[config.mk]
export PLATFORM = sky130hd
export DESIGN_NAME = inst_fetch
export DESIGN_NICKNAME = d
export VERILOG_FILES = /design/src/rtl/inst_fetch.sv
export SDC_FILE = /design/constraint.sdc
export NUM_CORES = 1
export LEC_CHECK = 0
export ABC_AREA = 1
export CORE_UTILIZATION = 30
export DETAILED_ROUTE_END_ITERATION = 8
export GPL_TIMING_DRIVEN = 0
export PLACE_DENSITY = 0.62
export SLEW_MARGIN = 20
export SYNTH_ARGS = -nofsm -noshare
export SYNTH_HDL_FRONTEND = slang
export SYNTH_SLANG_ARGS = --single-unit
[constraint.sdc]
create_clock -name clk_i -period 12.26 [get_ports clk_i]
set_input_delay 1.226 -clock clk_i [delete_from_list [all_inputs] [get_ports clk_i]]
set_output_delay 1.226 -clock clk_i [all_outputs]
set_load 0.1 [all_outputs]
[src/rtl/inst_fetch.sv]
`timescale 1ns/1ps
`default_nettype none
// +---------------------------------------------------------------------------+
// | Module      : inst_fetch                                                  |
// | Description : Instruction fetch stage. Issues one word-aligned memory     |
// |               request at a time, buffers returned instructions in a       |
// |               2-entry {pc, inst} FIFO and presents the FIFO head to       |
// |               decode. A redirect flushes the FIFO, restarts fetch at the  |
// |               new target and drops any response still in flight.          |
// | Revision    : 1.0  initial release                                        |
// +---------------------------------------------------------------------------+
// | Ports                                                                     |
// |   clk_i          in   1   clock, rising edge                              |
// |   rst_i          in   1   asynchronous active-high reset                  |
// |   stall_i        in   1   decode cannot accept; hold presented inst       |
// |   redirect_i     in   1   branch/jump taken; flush and restart fetch      |
// |   redirect_pc_i  in   32  new fetch target (low two bits ignored)         |
// |   imem_req_o     out  1   memory request                                  |
// |   imem_addr_o    out  32  word-aligned request address                    |
// |   imem_gnt_i     in   1   request accepted this cycle                     |
// |   imem_rvalid_i  in   1   read data valid                                 |
// |   imem_rdata_i   in   32  read instruction                                |
// |   pc_o           out  32  PC of presented instruction (0 when invalid)    |
// |   inst_o         out  32  presented instruction (NOP_INST when invalid)   |
// |   inst_valid_o   out  1   pc_o/inst_o carry a real instruction            |
// +---------------------------------------------------------------------------+
module inst_fetch #(
  parameter logic [31:0] RESET_PC = 32'h0000_0000,
  parameter logic [31:0] NOP_INST = 32'h0000_0013
) (
  input  logic        clk_i,
  input  logic        rst_i,
  input  logic        stall_i,
  input  logic        redirect_i,
  input  logic [31:0] redirect_pc_i,
  output logic        imem_req_o,
  output logic [31:0] imem_addr_o,
  input  logic        imem_gnt_i,
  input  logic        imem_rvalid_i,
  input  logic [31:0] imem_rdata_i,
  output logic [31:0] pc_o,
  output logic [31:0] inst_o,
  output logic        inst_valid_o
);

  // S_DROP: a request is outstanding whose response must be thrown away
  typedef enum logic [1:0] {
    S_REQ  = 2'd0,
    S_WAIT = 2'd1,
    S_DROP = 2'd2
  } state_t;

  state_t      state_q;
  state_t      state_d;
  logic [31:0] pc_q;
  logic [31:0] pc_d;
  logic [31:0] req_pc_q;

  logic [31:0] fifo_pc   [2];
  logic [31:0] fifo_inst [2];
  logic        head_q;
  logic [1:0]  count_q;

  logic        fire;
  logic        push;
  logic        pop;
  logic        tail;

  // The low two bits of the redirect target never reach the fetch PC.
  logic        unused_redirect_lsbs;
  assign unused_redirect_lsbs = ^redirect_pc_i[1:0];

  // Request only when the FIFO still has room for the response; with a
  // single outstanding request this keeps count within 0..2.
  assign imem_req_o  = (state_q == S_REQ) && (count_q != 2'd2) && !rst_i;
  assign imem_addr_o = {pc_q[31:2], 2'b00};

  assign fire = imem_req_o && imem_gnt_i;

  // Redirect wins over push and pop: the whole FIFO is discarded anyway.
  assign push = (state_q == S_WAIT) && imem_rvalid_i && !redirect_i;
  assign pop  = inst_valid_o && !stall_i && !redirect_i;

  // A push only happens with count 0 or 1, so the tail is head + count[0].
  assign tail = head_q ^ count_q[0];

  // ---------------------------------------------------------------------
  // Next-state logic
  // ---------------------------------------------------------------------
  always_comb begin
    state_d = state_q;
    unique case (state_q)
      S_REQ: begin
        // A request granted alongside a redirect targets the old stream.
        if (fire) begin
          state_d = redirect_i ? S_DROP : S_WAIT;
        end
      end
      S_WAIT: begin
        if (imem_rvalid_i) begin
          state_d = S_REQ;
        end else if (redirect_i) begin
          state_d = S_DROP;
        end
      end
      S_DROP: begin
        if (imem_rvalid_i) begin
          state_d = S_REQ;
        end
      end
      default: state_d = S_REQ;
    endcase
  end

  always_comb begin
    pc_d = pc_q;
    if (redirect_i) begin
      pc_d = {redirect_pc_i[31:2], 2'b00};
    end else if (fire) begin
      pc_d = pc_q + 32'd4;
    end
  end

  // ---------------------------------------------------------------------
  // Control state
  // ---------------------------------------------------------------------
  always_ff @(posedge clk_i or posedge rst_i) begin
    if (rst_i) begin
      state_q  <= S_REQ;
      pc_q     <= RESET_PC;
      req_pc_q <= RESET_PC;
      head_q   <= 1'b0;
      count_q  <= 2'd0;
    end else begin
      state_q <= state_d;
      pc_q    <= pc_d;
      if (fire) begin
        req_pc_q <= pc_q;
      end
      if (redirect_i) begin
        head_q  <= 1'b0;
        count_q <= 2'd0;
      end else begin
        if (pop) begin
          head_q <= ~head_q;
        end
        if (push && !pop) begin
          count_q <= count_q + 2'd1;
        end else if (pop && !push) begin
          count_q <= count_q - 2'd1;
        end
      end
    end
  end

  // FIFO payload needs no reset: it is only observed while count is non-zero.
  always_ff @(posedge clk_i) begin
    if (push) begin
      fifo_pc[tail]   <= req_pc_q;
      fifo_inst[tail] <= imem_rdata_i;
    end
  end

  // ---------------------------------------------------------------------
  // Decode-facing outputs
  // ---------------------------------------------------------------------
  assign inst_valid_o = (count_q != 2'd0);
  assign pc_o         = inst_valid_o ? fifo_pc[head_q]   : 32'h0000_0000;
  assign inst_o       = inst_valid_o ? fifo_inst[head_q] : NOP_INST;

endmodule
`default_nettype wire

== After elaboration in Yosys (flattened, before gate mapping) ==
Memory sizes are Yosys's and may differ from the RTL's.
Cells that the tools add are included.

* Add/subtract/negate cells: 3
* Equal/unequal tests: 6
* Multiplexer cells: 17
* Bitwise logic cells: 2
* Reductions and logical operators: 20

{| class="wikitable"
|+ Operators with widths
! operator !! number
|-
| $mux W32 || 4
|-
| $add A32 B3 Y32 const B || 1
|-
| $mux W2 || 8
|-
| $logic_and A1 B1 Y1 || 9
|-
| $ne A2 B2 Y1 const B || 3
|-
| $pmux W2 S3 || 1
|-
| $reduce_bool A2 Y1 || 3
|-
| $logic_not A1 Y1 || 5
|-
| $mux W1 || 4
|-
| $ne A3 B3 Y1 const B || 1
|-
| $reduce_and A3 Y1 || 1
|-
| $reduce_bool A3 Y1 || 1
|-
| $add A2 B1 Y2 const B || 1
|-
| $eq A2 B1 Y1 const B || 1
|-
| $eq A2 B2 Y1 const B || 1
|-
| $logic_not A2 Y1 || 1
|-
| $sub A2 B1 Y2 const B || 1
|-
| $not A1 Y1 || 1
|-
| $xor A1 B1 Y1 || 1
|}

* Register bits: 69
* RAM bits: 128
* Input port bits: 70
* Output and inout port bits: 98
* Word-level logic and storage cells: 55
* Memories: 2

{| class="wikitable"
|+ Memory list
! name !! words !! bits a word !! rd ports !! clocked after memory_dff !! write ports !! RTL line !! RTL
|-
| fifo_inst || 2 || 32 || 1 || 0 || 1 || 60 || <nowiki>logic [31:0] fifo_inst [2];</nowiki>
|-
| fifo_pc || 2 || 32 || 1 || 0 || 1 || 59 || <nowiki>logic [31:0] fifo_pc [2];</nowiki>
|}

== Longest topological paths before layout ==
Gate-level depths: netlist of run 1.

* Word-level depth: 8
* Depth in mapped cells: 10

== Least setup slack after synthesis of run 1 ==
Ideal clock, no wire load.

* Path type: input port to flip-flop
* From: in redirect_i
* To: mem fifo_inst[0][0], enable pin
* Setup time: 483 ps
* Arrival: 4332 ps
* Data required time: 11777 ps
* Slack: 7445 ps
* Stages on the path: 6
* Path buffers: 1
* Cells stage by stage: buf_2 inv_1 nand2_1 nor2_1 inv_1 nor2_1

* Cells in the longest elaborated chain, start to end: 4

{| class="wikitable"
|+ Ends and longest elaborated chain
! item !! RTL line !! RTL
|-
| start: declaration || 34 || <nowiki>input logic redirect_i,</nowiki>
|-
| $logic_not A1 Y1 || 81 || <nowiki>assign push = (state_q == S_WAIT) && imem_rvalid_i && !redirect_i;</nowiki>
|-
| $logic_and A1 B1 Y1 || 81 ||
|-
| $mux W1 || 158 || <nowiki>if (push) begin</nowiki>
|-
| $mux W1 (not written as such) || 160 || <nowiki>fifo_inst[tail] <= imem_rdata_i;</nowiki>
|-
| end: declaration || 60 ||
|}

No other way between the ends.

== Worst setup path in the final report of run 1 ==
* From: reg head_q
* To: out pc_o[12]

* Cells in the longest elaborated chain, start to end: 2

{| class="wikitable"
|+ Ends and longest elaborated chain
! item !! RTL line !! RTL
|-
| start: declaration || 61 || <nowiki>logic head_q;</nowiki>
|-
| start signal: assignment || 145 || <nowiki>head_q <= ~head_q;</nowiki>
|-
| $mem_v2 Z2 W32 || n/a ||
|-
| $mux W32 || 168 || <nowiki>assign pc_o = inst_valid_o ? fifo_pc[head_q] : 32'h0000_0000;</nowiki>
|-
| end: declaration || 41 || <nowiki>output logic [31:0] pc_o,</nowiki>
|}

No other way between the ends.

==> flow_summary.ini, run 1 <==
[run_status]
status = complete, no violations

[clock_tree]
clockBufferDepth = 2
ctsHoldBuffers = 0
postCtsSetupBuffers = 0
clk_pin_slew_worst_paths_ns = 0.07
cts_sinks = 189
clk_latency_ns = 0.43
htreeDepth = 4
root_buffer = clkbuf_16
ctsResizeCount = 0
cts_tree = done
cts_buffers = 17

[critical_path]
cp_max_fo = 10
cpMostUsedCell = clkbuf_1
path_buf_inv = 4
path_cells = clkbuf_1 > inv_2 > clkbuf_1 > nand2_1 > a21oi_1 > clkdlybuf4s50_1
cp.arrival_ns = 3.34
startpoint_type = flip-flop
path_class = reg -> out
critPathMaxStageDelay_ns = 1.20
worst_path_dominant_cell_family = buffers and inverters
crit_slowest_cell = clkdlybuf4s50_1
required_ns = 11.03
end_kind = output port

[grt]
grt_first_pass_wirelength_um = 33300
grt_overflow = 0
top_usage_layer = met2
met2_usage = 0.256
use_met1 = 0.206
grt_antenna_before_repair = 0
grt.met3_usage = 0.0321
grt_start_max_net_pins = 44
grt_pass1_vias = 5946
grt_use_total = 0.157

[timing]
setup_viol = 0
relSlewSlack = 0.280
finClkSkew_ns = 0.00862
rsz0062_at_grt = false
timing.final.crit_share = 0.372
finalHoldViolCount = 0
slew_violations = 0
min_period_ns = 4.56
worst_pin_slew_ns = 1.08
layout_setup_ws_ns = 7.70
fin_setup_tns_ns = 0
max_freq_mhz = 219

[floorplanning]
core-area_mm2 = 0.0269
pin_count = 168
die_w_um = 167
die_h_um = 167
initial_core_util = 0.305
dieArea_mm2 = 0.0280
num_rows = 60

[finish]
final_area_mm2 = 0.0110
area_delta_synth_final_pct = 34.3
nets = 1103
multi_input_area_mm2 = 0.00245
register_area_mm2 = 0.00535
num-fill-cells = 2632
num_antenna_cells = 0
drive_gt1_frac = 0.0679

[detailed_routing]
drt_iter0_drc = 410
vias = 6313
dr.pass1.iters = 5
ant_nets = 0
avgRoutedWirePerCell_um = 15.5
via_per_inst = 4.55
routed_wl_um = 21500
drc = 0

[synthesis]
avgSynthCellArea_um2 = 9.71
synth_edf_count = 124
ys_ff_latch = 189
yosysUniqueCellTypes = 28
yosysSeqAreaShare = 0.654
syn_area_mm2 = 0.00819
ys_warn_count = 0
synthArstFlopShare = 0.344
synth_ff_type = edfxtp_1
syn_inst = 843

[placement]
port_buffers = 160
place.gp.congestion = 0.889
post-place-ws_ns = 8.06
place.detailed.hpwl_um = 15700
place_area_mm2 = 0.0104

[pwr]
peakVddDrop_uv = 104
powerDensity_mw_per_mm2 = 234
leakage_nw = 4.25

[flow_run]
cap_violations = 0

[worst_hold_path]
hp-class = reg -> reg
==> power by group <==
part           switching (mW)  total (mW)  internal [mW]
Clock                   0.253       0.544          0.291
Combinational           0.929        1.18          0.254
Sequential             0.0706       0.850          0.780
==> logic make-up (layout without fill, tap and decap cells) <==
| kind of cell | Yosys count | after routing | share of synthesized area |
|---|---|---|---|
| simple gates | 417 | 417 | 0.209 |
| flops | 189 | 189 | 0.654 |
| compound gates | 129 | 129 | 0.0815 |
| buf+inv | 103 | 302 | 0.0509 |
| xor+xnor | 3 | 3 | 0.00321 |
| fa+ha+maj | 1 | 1 | 0.00153 |
| other cells | 1 | 4 | 0.000458 |
==> path summary, 6_finish.rpt <==
kind	from	to	slack (ns)	cells after the start
min in group asynchronous	rst_i	req_pc_q[6]	1.14	2
worst max register to register	head_q	fifo_pc[0][26]	10.07	6
max in group asynchronous	rst_i	req_pc_q[24]	10.58	3
worst min-delay path	req_pc_q[16]	fifo_pc[0][16]	0.48	0
worst min register to register	req_pc_q[16]	fifo_pc[0][16]	0.48	0
worst max-delay path	head_q	pc_o[12]	7.70	6
==> cells in the mapped netlist (2+ instances only) <==
cell type | count | area [um2]
buf_1 | 4 | 15.0
o21ai_0 | 59 | 295
nor2_4 | 2 | 22.5
nor2_1 | 42 | 158
o211ai_1 | 7 | 52.6
inv_2 | 3 | 11.3
buf_4 | 6 | 45.0
inv_1 | 61 | 229
a21oi_1 | 61 | 305
nand3_1 | 63 | 315
nor2_2 | 6 | 37.5
dfrtp_1 | 65 | 1630
buf_2 | 5 | 25.0
nand2_1 | 295 | 1110
xnor2_1 | 2 | 17.5
nand2_2 | 5 | 31.3
edfxtp_1 | 124 | 3720
clkbuf_1 | 23 | 86.3
==> registers in the layout, indices dropped and copies added (netlist names) <==
name,cells
fifo_inst,64
fifo_pc,60
pc_q,30
req_pc_q,30
count_q,2
state_q,2
head_q,1
==> cell usage in the layout, fill, tap and decap left out, types with 5 or more instances in the layout <==
cell type          n
a21oi_1           61
buf_16             5
buf_2              5
buf_4              6
clkbuf_1          24
clkbuf_16         17
clkdlybuf4s50_1  160
dfrtp_1           65
edfxtp_1         124
inv_1             60
nand2_1          295
nand2_2            5
nand3_1           63
nor2_1            40
nor2_2             6
o211ai_1           7
o21ai_0           59
==> cell type report <==
| class | instances | share of cell area |
|---|---|---|
| buffer | 39 | 0.0161 |
| clock buffer | 19 | 0.0403 |
| clock inverter | 13 | 0.0116 |
| inverter | 64 | 0.0221 |
| multi-input combinational | 554 | 0.223 |
| sequential | 189 | 0.487 |
| tap | 341 | 0.0388 |
| timing repair buffer | 167 | 0.162 |
==> routing by layer <==
metal	wire length, um	up-vias
li1	-	3162
met1	9860	2925
met2	10100	193
met3	1110	33
met4	503	0
met5	0	-
==> through the flow <==
stage / utilization / power (mW) / hold slack (ns) / instances
after floorplan: - / 1.73 / 0.442 / 846
after global placement: 0.380 / 2.04 / 0.451 / 1347
after detailed placement: 0.388 / 2.06 / 0.458 / 1354
after CTS: 0.409 / 2.60 / 0.477 / 1386
after global routing: 0.409 / 2.69 / 0.495 / 1386
final: 0.409 / 2.58 / 0.477 / 1386
Note: power is estimated with default switching activity, not from simulation.
==> inputs of run 2 (changes only) <==
Settings changed: PLACE_DENSITY 0.62 to 0.63.
Clock period 12.26 ns to 4 ns, I/O delays scaled along.
==> flow_summary.ini, run 2 (synthesis results as in run 1) <==
[pwr]
leakage_nw = 4.21
peakVddDrop_uv = 325
powerDensity_mw_per_mm2 = 718

[timing]
max_freq_mhz = 264
timing.final.crit_share = 0.946
setup_viol = 0
rsz0062_at_grt = false
finalHoldViolCount = 0
worst_pin_slew_ns = 1.10
min_period_ns = 3.79
fin_setup_tns_ns = 0
slew_violations = 0
relSlewSlack = 0.264
finClkSkew_ns = 0.00692

[clock_tree]
htreeDepth = 4
clockBufferDepth = 2
clk_latency_ns = 0.43
root_buffer = clkbuf_16
cts_sinks = 189
postCtsSetupBuffers = 0
clk_pin_slew_worst_paths_ns = 0.07
cts_buffers = 17
cts_tree = done

[floorplanning]
core-area_mm2 = 0.0269
die_h_um = 167
die_w_um = 167
pin_count = 168
dieArea_mm2 = 0.0280
initial_core_util = 0.305
num_rows = 60

[placement]
place_area_mm2 = 0.0104
place.gp.congestion = 0.893
port_buffers = 160
place.detailed.hpwl_um = 15600

[critical_path]
cp-startpoint = head_q
path_class = reg -> out
crit_slowest_cell = clkdlybuf4s50_1
required_ns = 3.60
startpoint_type = flip-flop
cpMostUsedCell = clkbuf_1
critPathCapture = pc_o[12]
worst_path_dominant_cell_family = buffers and inverters
cp.depth = 6
end_kind = output port
r2r_slack_ns = 1.71
cp_max_fo = 10
path_cells = clkbuf_1 > inv_2 > clkbuf_1 > nand2_1 > a21oi_1 > clkdlybuf4s50_1
reg2reg_to = fifo_pc[0][24]
cp.arrival_ns = 3.39
rr_worst_depth = 5
path_buf_inv = 4
critPathMaxStageDelay_ns = 1.19
worstReg2RegStart = head_q

[finish]
layout_common_cells = 295 x nand2_1, 159 x clkdlybuf4s50_1, 124 x edfxtp_1, 65 x dfrtp_1, 63 x nand3_1
largest_reg_flops = 64
regMostFlops = fifo_inst
final_area_mm2 = 0.0109
area_delta_synth_final_pct = 33.1
reg_top3 = fifo_inst: 64 flops, fifo_pc: 60 flops
num_antenna_cells = 0
nets = 1101
layout_commonest_cell = nand2_1
drive_gt1_frac = 0.0662

[grt]
grt_pass1_vias = 6070
grt_overflow = 0
grt_first_pass_wirelength_um = 33100
grt_antenna_before_repair = 0
grt_use_total = 0.156
grt_start_max_net_pins = 44

[detailed_routing]
drc = 0
dr.pass1.iters = 4
vias = 6380
drt_iter0_drc = 392
routed_wl_um = 21500
avgRoutedWirePerCell_um = 15.5
via_per_inst = 4.61
ant_nets = 0

[worst_hold_path]
hp-class = in -> async

[run_status]
status = complete, no violations

[flow_run]
cap_violations = 0
==> run 2: cell type report <==
| cell class | instances | area [um2] |
|---|---|---|
| buffer | 39 | 176 |
| clock buffer | 19 | 433 |
| clock inverter | 13 | 109 |
| fill | 2613 | 16000 |
| inverter | 64 | 243 |
| multi-input combinational | 554 | 2450 |
| sequential | 189 | 5350 |
| tap | 341 | 427 |
| timing repair buffer | 165 | 1710 |
==> run 2: metal layers <==
metal | track usage | wire [um]
met1 | 0.206 | 9860
met2 | 0.252 | 10100
met3 | 0.0383 | 1190
met4 | 0.0479 | 373
met5 | 0 | 0
==> run 2: report_power, final <==
group | internal (mW) | switching (mW) | total (mW)
clock network | 0.810 | 0.774 | 1.58
registers | 2.39 | 0.218 | 2.61
logic | 0.774 | 2.85 | 3.63
total | 3.97 | 3.84 | 7.82
==> run 2: worst reg2reg max path: stages, from the launching register on <==
cell and delay, ns:
dfrtp_1 0.32, clkbuf_1 0.52, xnor2_1 0.27, inv_1 0.13, nor2_4 0.47, buf_12 0.26
==> run 2: through the flow <==
step           worst slack, ns  std cells  utilization  power, mW  hold WS (ns)
6_report                 0.214       1384        0.405       7.82         0.314
5_1_grt                0.00776       1384        0.405       8.15         0.349
4_1_cts                  0.107       1384        0.405       7.90         0.311
3_5_place_dp             0.586       1352        0.385       6.30         0.457
3_3_place_gp             -1.98       1347        0.380       6.25         0.451
2_1_floorplan           0.0108        846            -       5.31         0.442
==> run 2: timing repair <==
item,4_1_cts,5_1_grt
endpoints found under the setup margin,0,1
hold endpoints to repair,0,0
hold buffers,0,0
resized for setup,0,1
==> run 2: worst min path at each step <==
stage                 startpoint        endpoint
floorplan           req_pc_q[10]  fifo_pc[0][10]
global placement    req_pc_q[22]  fifo_pc[0][22]
detailed placement   req_pc_q[8]   fifo_pc[1][8]
CTS                        rst_i     req_pc_q[4]
global route               rst_i         pc_q[2]
finish                     rst_i     req_pc_q[4]
==> inputs of run 3 (changes only) <==
Settings changed: PLACE_DENSITY 0.63 to unset, PLACE_DENSITY_LB_ADDON set to 0.25.
==> flow_summary.ini, run 3 (synthesis results as in run 1) <==
[finish]
largest_reg_flops = 64
area_delta_synth_final_pct = 33.4
num_antenna_cells = 0
num-fill-cells = 2628
final_area_mm2 = 0.0109
reg_top3 = fifo_inst: 64 flops, fifo_pc: 60 flops
layout_common_cells = 295 x nand2_1, 159 x clkdlybuf4s50_1, 124 x edfxtp_1, 65 x dfrtp_1, 63 x nand3_1
regMostFlops = fifo_inst
nets = 1101
layout_commonest_cell = nand2_1
drive_gt1_frac = 0.0662
layout.cells.non_filler = 1383

[timing]
max_freq_mhz = 265
slew_violations = 0
worst_pin_slew_ns = 1.09
rsz0062_at_grt = false
min_period_ns = 3.78
finalHoldViolCount = 0
finClkSkew_ns = 0.0155
relSlewSlack = 0.269
timing.final.crit_share = 0.945
setup_viol = 0

[grt]
grt_overflow = 0
grt_antenna_before_repair = 0
grt_start_max_net_pins = 46
grt_pass1_vias = 6094
grt_use_total = 0.157
grt_first_pass_wirelength_um = 33700

[placement]
place.gp.congestion = 0.903
place.detailed.hpwl_um = 15500
placed_cells_incl_taps = 1352
place_area_mm2 = 0.0104
port_buffers = 160

[flow_run]
cap_violations = 0

[critical_path]
cp.arrival_ns = 3.38
end_kind = output port
startpoint_type = flip-flop
path_class = reg -> out
required_ns = 3.60
critPathMaxStageDelay_ns = 1.19
crit_slowest_cell = clkdlybuf4s50_1
cp_max_fo = 10
path_cells = clkbuf_1 > inv_2 > clkbuf_1 > nand2_1 > a21oi_1 > clkdlybuf4s50_1
cpMostUsedCell = clkbuf_1

[clock_tree]
cts_sinks = 189
clk_latency_ns = 0.43
clockBufferDepth = 2
htreeDepth = 4
cts_buffers = 17
clk_pin_slew_worst_paths_ns = 0.07
ctsHoldBuffers = 0
cts_tree = done
root_buffer = clkbuf_16

[run_status]
status = complete, no violations

[detailed_routing]
top_layer = met4
wl_met3_um = 892
vias = 6222
avgRoutedWirePerCell_um = 15.4
m1WireLength_um = 10100
routed_wl_um = 21300
dr_wl_met2_um = 10100
via_per_inst = 4.50
drt_iter0_drc = 346
ant_nets = 0
drc = 0
dr.pass1.iters = 4

[worst_hold_path]
hp-class = in -> async

[pwr]
powerDensity_mw_per_mm2 = 716
leakage_nw = 4.23
peakVddDrop_uv = 310

[floorplanning]
die_h_um = 167
core-area_mm2 = 0.0269
dieArea_mm2 = 0.0280
pin_count = 168
num_rows = 60
initial_core_util = 0.305
die_w_um = 167
[run 3: cell types whose count changed in the layout (fill, tap and decap cells not counted), moves of 2 or more]
cell / delta
clkinv_2: +2
clkinvlp_4: -2
buf_16: +2
buf_12: -2
[run 3: path summary, 6_finish.rpt]
path                                   start               end  slack, ns  cells after the start
worst max-delay path                  head_q          pc_o[20]       0.22                      6
max in group asynchronous              rst_i      req_pc_q[25]       3.16                      3
worst max register to register        head_q  fifo_inst[0][18]       1.57                      5
min in group clk_i                redirect_i           pc_q[4]       0.44                      5
worst min register to register  req_pc_q[11]    fifo_pc[0][11]       0.47                      0
worst min-delay path                   rst_i       req_pc_q[4]       0.31                      2
[run 3: metal layers]
layer | up-vias | GRT usage
met1 | 2895 | 0.212
li1 | 3163 | -
met5 | - | 0
met2 | 151 | 0.256
met4 | 0 | 0.0423
met3 | 13 | 0.0338
[run 3: cell type report]
type	instances	area, um2	share of cell area
flip-flops and latches	189	5350	0.490
multi-input cells	554	2450	0.224
repair buffers	165	1730	0.158
clock buffers	20	468	0.0429
well taps	341	427	0.0391
inverters	64	243	0.0222
plain buffers	39	176	0.0162
clock inverters	11	83.8	0.00768
[run 3: what timing repair did]
action,in CTS,in global routing
endpoints found under the setup margin,0,1
resized for setup,0,1
buffers inserted,0,0
[run 3: critical path, delay by kind of cell (launching register included)]
kind / cells / cell delay (ns)
compound gates: 1 / 0.25
simple gates: 1 / 0.09
buf+inv: 4 / 2.23
flops: 1 / 0.37
[run 3: power by group]
group | internal, mW | switching (mW)
Combinational | 0.775 | 2.83
Sequential | 2.39 | 0.224
Clock | 0.853 | 0.745
[run 3: metrics by stage]
step                setup WS (ns)  setup TNS [ns]  utilization  total power, mW  hold slack (ns)
floorplan                  0.0108               0            -             5.31            0.442
global placement            -2.04         -259.89        0.380             6.26            0.453
detailed placement          0.583               0        0.386             6.30            0.461
CTS                         0.114               0        0.406             7.92            0.318
global route               0.0235               0        0.406             8.20            0.334
finish                      0.221               0        0.406             7.82            0.313
